**src/rtl/ft245_pkg.sv**
```systemverilog
// Shared types and constants for the FT245 transmit path.
package ft245_pkg;

    // Width of the per-state phase counter (parameters are limited to 1..15).
    localparam int CNT_W = 4;

    // Width of the running byte counter.
    localparam int BYTE_CNT_W = 32;

    // Transmit FSM states.
    typedef enum logic [2:0] {
        IDLE     = 3'd0,
        WAIT_TXE = 3'd1,
        SETUP    = 3'd2,
        STROBE   = 3'd3,
        HOLD     = 3'd4
    } state_t;

    // Selects which half of a pixel goes out next. byte_sel=0 is the first
    // byte on the wire; msb_first decides whether that is the high or low half.
    function automatic logic [7:0] pick_byte(input logic [15:0] word,
                                             input logic        sel,
                                             input logic        msb_first);
        return (sel ^ msb_first) ? word[15:8] : word[7:0];
    endfunction

endpackage

```
**src/rtl/sync_2ff.sv**
```systemverilog
// Two-flop synchroniser for a single asynchronous level, with a
// parameterised reset value.
module sync_2ff #(
    parameter logic RST_VAL = 1'b1
) (
    input  logic clk,
    input  logic srst,
    input  logic d,
    output logic q
);

    logic [1:0] sync_reg;

    // Shift the asynchronous input through two flops.
    always_ff @(posedge clk) begin
        if (srst) begin
            sync_reg <= {2{RST_VAL}};
        end else begin
            sync_reg <= {sync_reg[0], d};
        end
    end

    assign q = sync_reg[1];

endmodule

```
**src/rtl/fifo_ft245_tx.sv**
```systemverilog
// Pops 16-bit pixels from a first-word-fall-through FIFO and writes them as
// two bytes each to an FT245-style parallel interface. A pixel, once popped,
// is always sent in full; enable is only looked at between pixels.
//
// All pad-facing outputs are registered from the current state, so they
// trail the state register by one cycle. rinc and busy are registered from
// the next state so they line up with the state itself.
module fifo_ft245_tx
    import ft245_pkg::*;
#(
    parameter int SETUP_CYCLES = 2,
    parameter int WR_CYCLES    = 3,
    parameter int HOLD_CYCLES  = 2,
    parameter bit MSB_FIRST    = 1'b0
) (
    input  logic                  rclk,
    input  logic                  rrst,
    input  logic                  en,
    input  logic [15:0]           rdata,
    input  logic                  rempty,
    output logic                  rinc,
    input  logic                  ft_txe_n,
    output logic [7:0]            ft_data,
    output logic                  ft_oe,
    output logic                  ft_wr,
    output logic                  busy,
    output logic [BYTE_CNT_W-1:0] byte_cnt
);

    state_t                  state_reg, state_next;
    logic [CNT_W-1:0]        phase_reg, phase_next;
    logic [15:0]             word_reg, word_next;
    logic                    byte_sel_reg, byte_sel_next;
    logic                    rinc_reg, rinc_next;
    logic                    busy_reg;
    logic                    ft_oe_reg;
    logic                    ft_wr_reg;
    logic [7:0]              ft_data_reg;
    logic [BYTE_CNT_W-1:0]   byte_cnt_reg;
    logic                    txe_s;

    // TXE# is asynchronous to rclk; the reset value reads as "not ready".
    sync_2ff #(
        .RST_VAL (1'b1)
    ) u_txe_sync (
        .clk  (rclk),
        .srst (rrst),
        .d    (ft_txe_n),
        .q    (txe_s)
    );

    // Next-state logic: phase counter reloads on every timed-state entry and
    // counts down to zero before leaving.
    always_comb begin
        state_next    = state_reg;
        phase_next    = phase_reg;
        word_next     = word_reg;
        byte_sel_next = byte_sel_reg;
        rinc_next     = 1'b0;

        case (state_reg)
            IDLE: begin
                if (en && !rempty) begin
                    word_next     = rdata;
                    rinc_next     = 1'b1;
                    byte_sel_next = 1'b0;
                    state_next    = WAIT_TXE;
                end
            end
            WAIT_TXE: begin
                if (!txe_s) begin
                    state_next = SETUP;
                    phase_next = CNT_W'(SETUP_CYCLES - 1);
                end
            end
            SETUP: begin
                if (phase_reg == '0) begin
                    state_next = STROBE;
                    phase_next = CNT_W'(WR_CYCLES - 1);
                end else begin
                    phase_next = phase_reg - CNT_W'(1);
                end
            end
            STROBE: begin
                if (phase_reg == '0) begin
                    state_next = HOLD;
                    phase_next = CNT_W'(HOLD_CYCLES - 1);
                end else begin
                    phase_next = phase_reg - CNT_W'(1);
                end
            end
            HOLD: begin
                if (phase_reg == '0) begin
                    if (!byte_sel_reg) begin
                        byte_sel_next = 1'b1;
                        state_next    = WAIT_TXE;
                    end else begin
                        state_next = IDLE;
                    end
                end else begin
                    phase_next = phase_reg - CNT_W'(1);
                end
            end
            default: begin
                state_next = IDLE;
            end
        endcase
    end

    // State, captured word and phase counter.
    always_ff @(posedge rclk) begin
        if (rrst) begin
            state_reg    <= IDLE;
            phase_reg    <= '0;
            word_reg     <= '0;
            byte_sel_reg <= 1'b0;
        end else begin
            state_reg    <= state_next;
            phase_reg    <= phase_next;
            word_reg     <= word_next;
            byte_sel_reg <= byte_sel_next;
        end
    end

    // Registered outputs. ft_data only reloads in WAIT_TXE, so it cannot move
    // while the strobe is high or during the hold window. The byte counter
    // steps on the same edge that drops the strobe.
    always_ff @(posedge rclk) begin
        if (rrst) begin
            rinc_reg     <= 1'b0;
            busy_reg     <= 1'b0;
            ft_oe_reg    <= 1'b0;
            ft_wr_reg    <= 1'b0;
            ft_data_reg  <= '0;
            byte_cnt_reg <= '0;
        end else begin
            rinc_reg  <= rinc_next;
            busy_reg  <= (state_next != IDLE);
            ft_oe_reg <= (state_reg != IDLE);
            ft_wr_reg <= (state_reg == STROBE);
            if (state_reg == WAIT_TXE) begin
                ft_data_reg <= pick_byte(word_reg, byte_sel_reg, MSB_FIRST);
            end
            if (ft_wr_reg && (state_reg != STROBE)) begin
                byte_cnt_reg <= byte_cnt_reg + BYTE_CNT_W'(1);
            end
        end
    end

    assign rinc     = rinc_reg;
    assign busy     = busy_reg;
    assign ft_oe    = ft_oe_reg;
    assign ft_wr    = ft_wr_reg;
    assign ft_data  = ft_data_reg;
    assign byte_cnt = byte_cnt_reg;

endmodule

```
**config.mk**
```make
export PLATFORM = sky130hd
export DESIGN_NAME = fifo_ft245_tx
export DESIGN_NICKNAME = d
export VERILOG_FILES = /design/src/rtl/ft245_pkg.sv /design/src/rtl/sync_2ff.sv /design/src/rtl/fifo_ft245_tx.sv
export SDC_FILE = /design/constraint.sdc
export NUM_CORES = 1
export LEC_CHECK = 0
export ABC_AREA = 1
export CORE_MARGIN = 5
export CORE_UTILIZATION = 45
export DETAILED_ROUTE_END_ITERATION = 10
export PLACE_DENSITY = 0.82
export SLEW_MARGIN = 30
export SYNTH_ARGS = -nofsm -noshare
export SYNTH_HDL_FRONTEND = slang
export SYNTH_SLANG_ARGS = --single-unit
```
**constraint.sdc**
```tcl
create_clock -name rclk -period 1.8 [get_ports rclk]
set_input_delay 0.18 -clock rclk [delete_from_list [all_inputs] [get_ports rclk]]
set_output_delay 0.18 -clock rclk [all_outputs]
set_load 0.02 [all_outputs]
```
==> impl_metrics.csv <==
group,metric,value,unit
status,outcome,"finished, final reports clean",
yosys,synth-compound-area-share,11.8,%
yosys,syn_area_per_cell,7.00,um^2
floorplan,die_x,97.9,um
route,routed_wl,8.48,mm
setup_path,path_delay_family,"buffers and inverters",
global_route,antenna_found_initial,0,
timing,drv_slew,0,
placed_design,port_buffers,64,
yosys,synth_top_family_by_area,"simple AND/OR/NAND/NOR gates",
power,ir_drop,0.000445,V
floorplan,rows,32,
setup_path,path_class,"flip-flop to output pin",
finish,syn2layout_area_growth,27.8,%
timing,fin_crit,1680,ps
timing,fmax,596,MHz
min_path,hold_start,"ft_txe_n",
yosys,synth_warnings,0,
setup_path,reg2reg_slack,200,ps
clock_tree,cts-htree-levels,3,
timing,skew,11.1,ps
placed_design,place_congestion,0.889,
timing,maxSlewHeadroom,65.0,%
clock_tree,path_clk_slew,70,ps
clock_tree,clkSinkCount,70,
timing,finalHoldViolations,0,
finish,nets,586,
yosys,syn_nets,520,
finish,diodes,0,
min_path,hold_path_class,"input port to flip-flop",
setup_path,path_cells,"clkdlybuf4s50_1",
global_route,overflow,0,
clock_tree,cts_tree,"done",
global_route,grt_pass1_wl,14.5,mm
timing,setup_tns,0,ps
timing,rsz0062_at_grt,"no",
timing,finalSetupViolations,0,
placed_design,post-dp-hpwl,6.31,mm
min_path,hold_end,"u_txe_sync.sync_reg[0]",
power,powerDensity,781,mW/mm^2
timing,period_share,93.2,%
finish,drive_above_1_share,10.2,%
floorplan,io_pins,65,
yosys,synthMuxAreaShare,0,%
yosys,synth_cell_types,35,
timing,hold_slack,393,ps
clock_tree,cts_setup_buffers,0,
power,p_leak,0.00169,uW
setup_path,end_kind,"output pin",
global_route,grt_pass1_vias,3128,
setup_path,startpoint,"ft_wr",
route,via_count,3317,
route,viasPerCell,4.97,
finish,largest_reg_flops,32,
route,dr.first_iter.drc_count,269,
setup_path,arrival,1500,ps
setup_path,startpoint_type,"flip-flop",
yosys,syn_area,0.00347,mm^2
clock_tree,ctsRootBufferMaster,"clkbuf_8",
min_path,hold_path_depth,2,
setup_path,worst_path_largest_cell_delay,670,ps
yosys,ys_ff_latch,70,
yosys,synthCells,496,
timing,tightestPinTransition,525,ps
clock_tree,holdBufCountCts,0,
setup_path,crit_path_top_delay_cell,"clkdlybuf4s50_1",
yosys,yosysSeqAreaShare,40.3,%
route,drc,0,
setup_path,worstPathRequired,1620,ps
clock_tree,cts_resized,0,
global_route,grt_start_max_net_pins,29,
clock_tree,cts_made_buffers,9,
floorplan,initial_core_util,45.7,%
yosys,post_synth_and_or_nand_nor_area_fraction,37.0,%
setup_path,ff2ff_path_depth,10,
setup_path,crit_fanout,4,
floorplan,fp.dieH,97.9,um
floorplan,dieArea,0.00958,mm^2
route,drt_first_pass_iters,4,
setup_path,path_buf_inv,1,
setup_path,reg2reg_from,"phase_reg[0]",
job,cap_violations,0,
clock_tree,cts_max_path_buffers,2,
yosys,synth_fa_ha_area_share,1.08,%
global_route,grtUsageTotal,18.2,%
floorplan,core_area,0.00761,mm^2
setup_path,rr_endpoint,"phase_reg[3]",
yosys,synth-xor-area-share,0.756,%
route,antenna_left,0,
route,wl_per_cell,12.7,um
clock_tree,clk_latency,350,ps
[placed cells by master, fill, tap and decap left out, types with 5 or more instances in the layout]
master,netlist,final
nand2_2,5,5
inv_2,6,6
inv_1,58,58
nor2_4,13,14
o21ai_0,40,40
a21oi_1,35,35
clkdlybuf4s50_1,0,64
nand2_1,107,107
dfxtp_1,70,70
nor2_1,73,73
nor3_1,5,5
nand4_1,15,15
nand3_1,25,25
clkbuf_8,0,9
[power breakdown]
part | internal (uW) | total (uW) | switching [uW]
registers | 1600 | 1630 | 30.5
logic | 133 | 322 | 188
clock network | 912 | 1510 | 600
total | 2650 | 3470 | 819
[cell usage after synthesis]
library cell  number  area, um^2
a21oi_1           35         175
nor3b_1            1        7.51
buf_1              1        3.75
a31oi_1            1        6.26
nor2_1            73         274
xor2_1             2        17.5
nand4_1           15        93.8
buf_6              2        22.5
and3_1             2        12.5
o21a_1             1        7.51
or2_2              2        12.5
nor2_2             3        18.8
ha_1               3        37.5
o21ai_1            1        5.00
nand3_1           25         125
clkbuf_1           4        15.0
nand3b_1           1        7.51
nand2_1          107         402
inv_1             58         218
nand2_2            5        31.3
nand2_4            2        22.5
buf_4              1        7.51
and2_1             1        6.26
inv_2              6        22.5
xnor2_1            1        8.76
nor2_4            13         146
o21ai_0           40         200
o211ai_1           2        15.0
nor3b_2            2        25.0
dfxtp_1           70        1400
nor3_1             5        25.0
nand3_4            2        35.0
nand3_2            4        40.0
buf_2              4        20.0
clkbuf_2           1        5.00
[cell type report]
type	instances	area (um^2)
well taps	102	128
flip-flops and latches	70	1400
multi-input cells	349	1760
clock buffers	9	124
fillers	688	3170
inverters	64	240
clock inverters	6	111
repair buffers	68	671
[logic make-up (layout without fill, tap and decap cells)]
family	count (synthesis)	in the layout
compound gates	80	80
flops	70	70
fa+ha+maj	3	3
xor+xnor	3	3
buf+inv	77	147
simple gates	263	263
[stage by stage]
| stage | utilization, % | std cells | instance area [um^2] | power (uW) | setup slack, ps |
|---|---|---|---|---|---|
| finish | 58.3 | 668 | 4440 | 3470 | 123 |
| global route | 58.3 | 668 | 4440 | 3600 | 21.4 |
| CTS | 58.3 | 668 | 4430 | 3480 | 105 |
| detailed placement | 55.2 | 653 | 4200 | 1990 | 181 |
| global placement | 55.2 | 653 | 4200 | 1980 | 227 |
| floorplan | - | 496 | 3470 | 1870 | 303 |
[how the worst max path moves through the flow]
| stage | to | slack, ps | cells after the start |
|---|---|---|---|
| 2_1_floorplan | byte_cnt[30] | 300 | 8 |
| 4_1_cts | ft_wr | 100 | 1 |
| 5_1_grt | state_reg[0] | 20 | 7 |
| 6_report | ft_wr | 120 | 1 |
| 3_5_place_dp | busy | 180 | 6 |
| 3_3_place_gp | word_reg[11] | 230 | 7 |
[routing by layer]
| metal | vias to the layer above | part of all wire (%) | track usage, % |
|---|---|---|---|
| met1 | 1468 | 44 | 23.0 |
| met5 | - | 0 | 0 |
| met2 | 111 | 48 | 29.9 |
| li1 | 1717 | - | - |
| met3 | 21 | 5.1 | 3.43 |
| met4 | 0 | 2.4 | 8.31 |
Power figures use the tool's default switching activity.
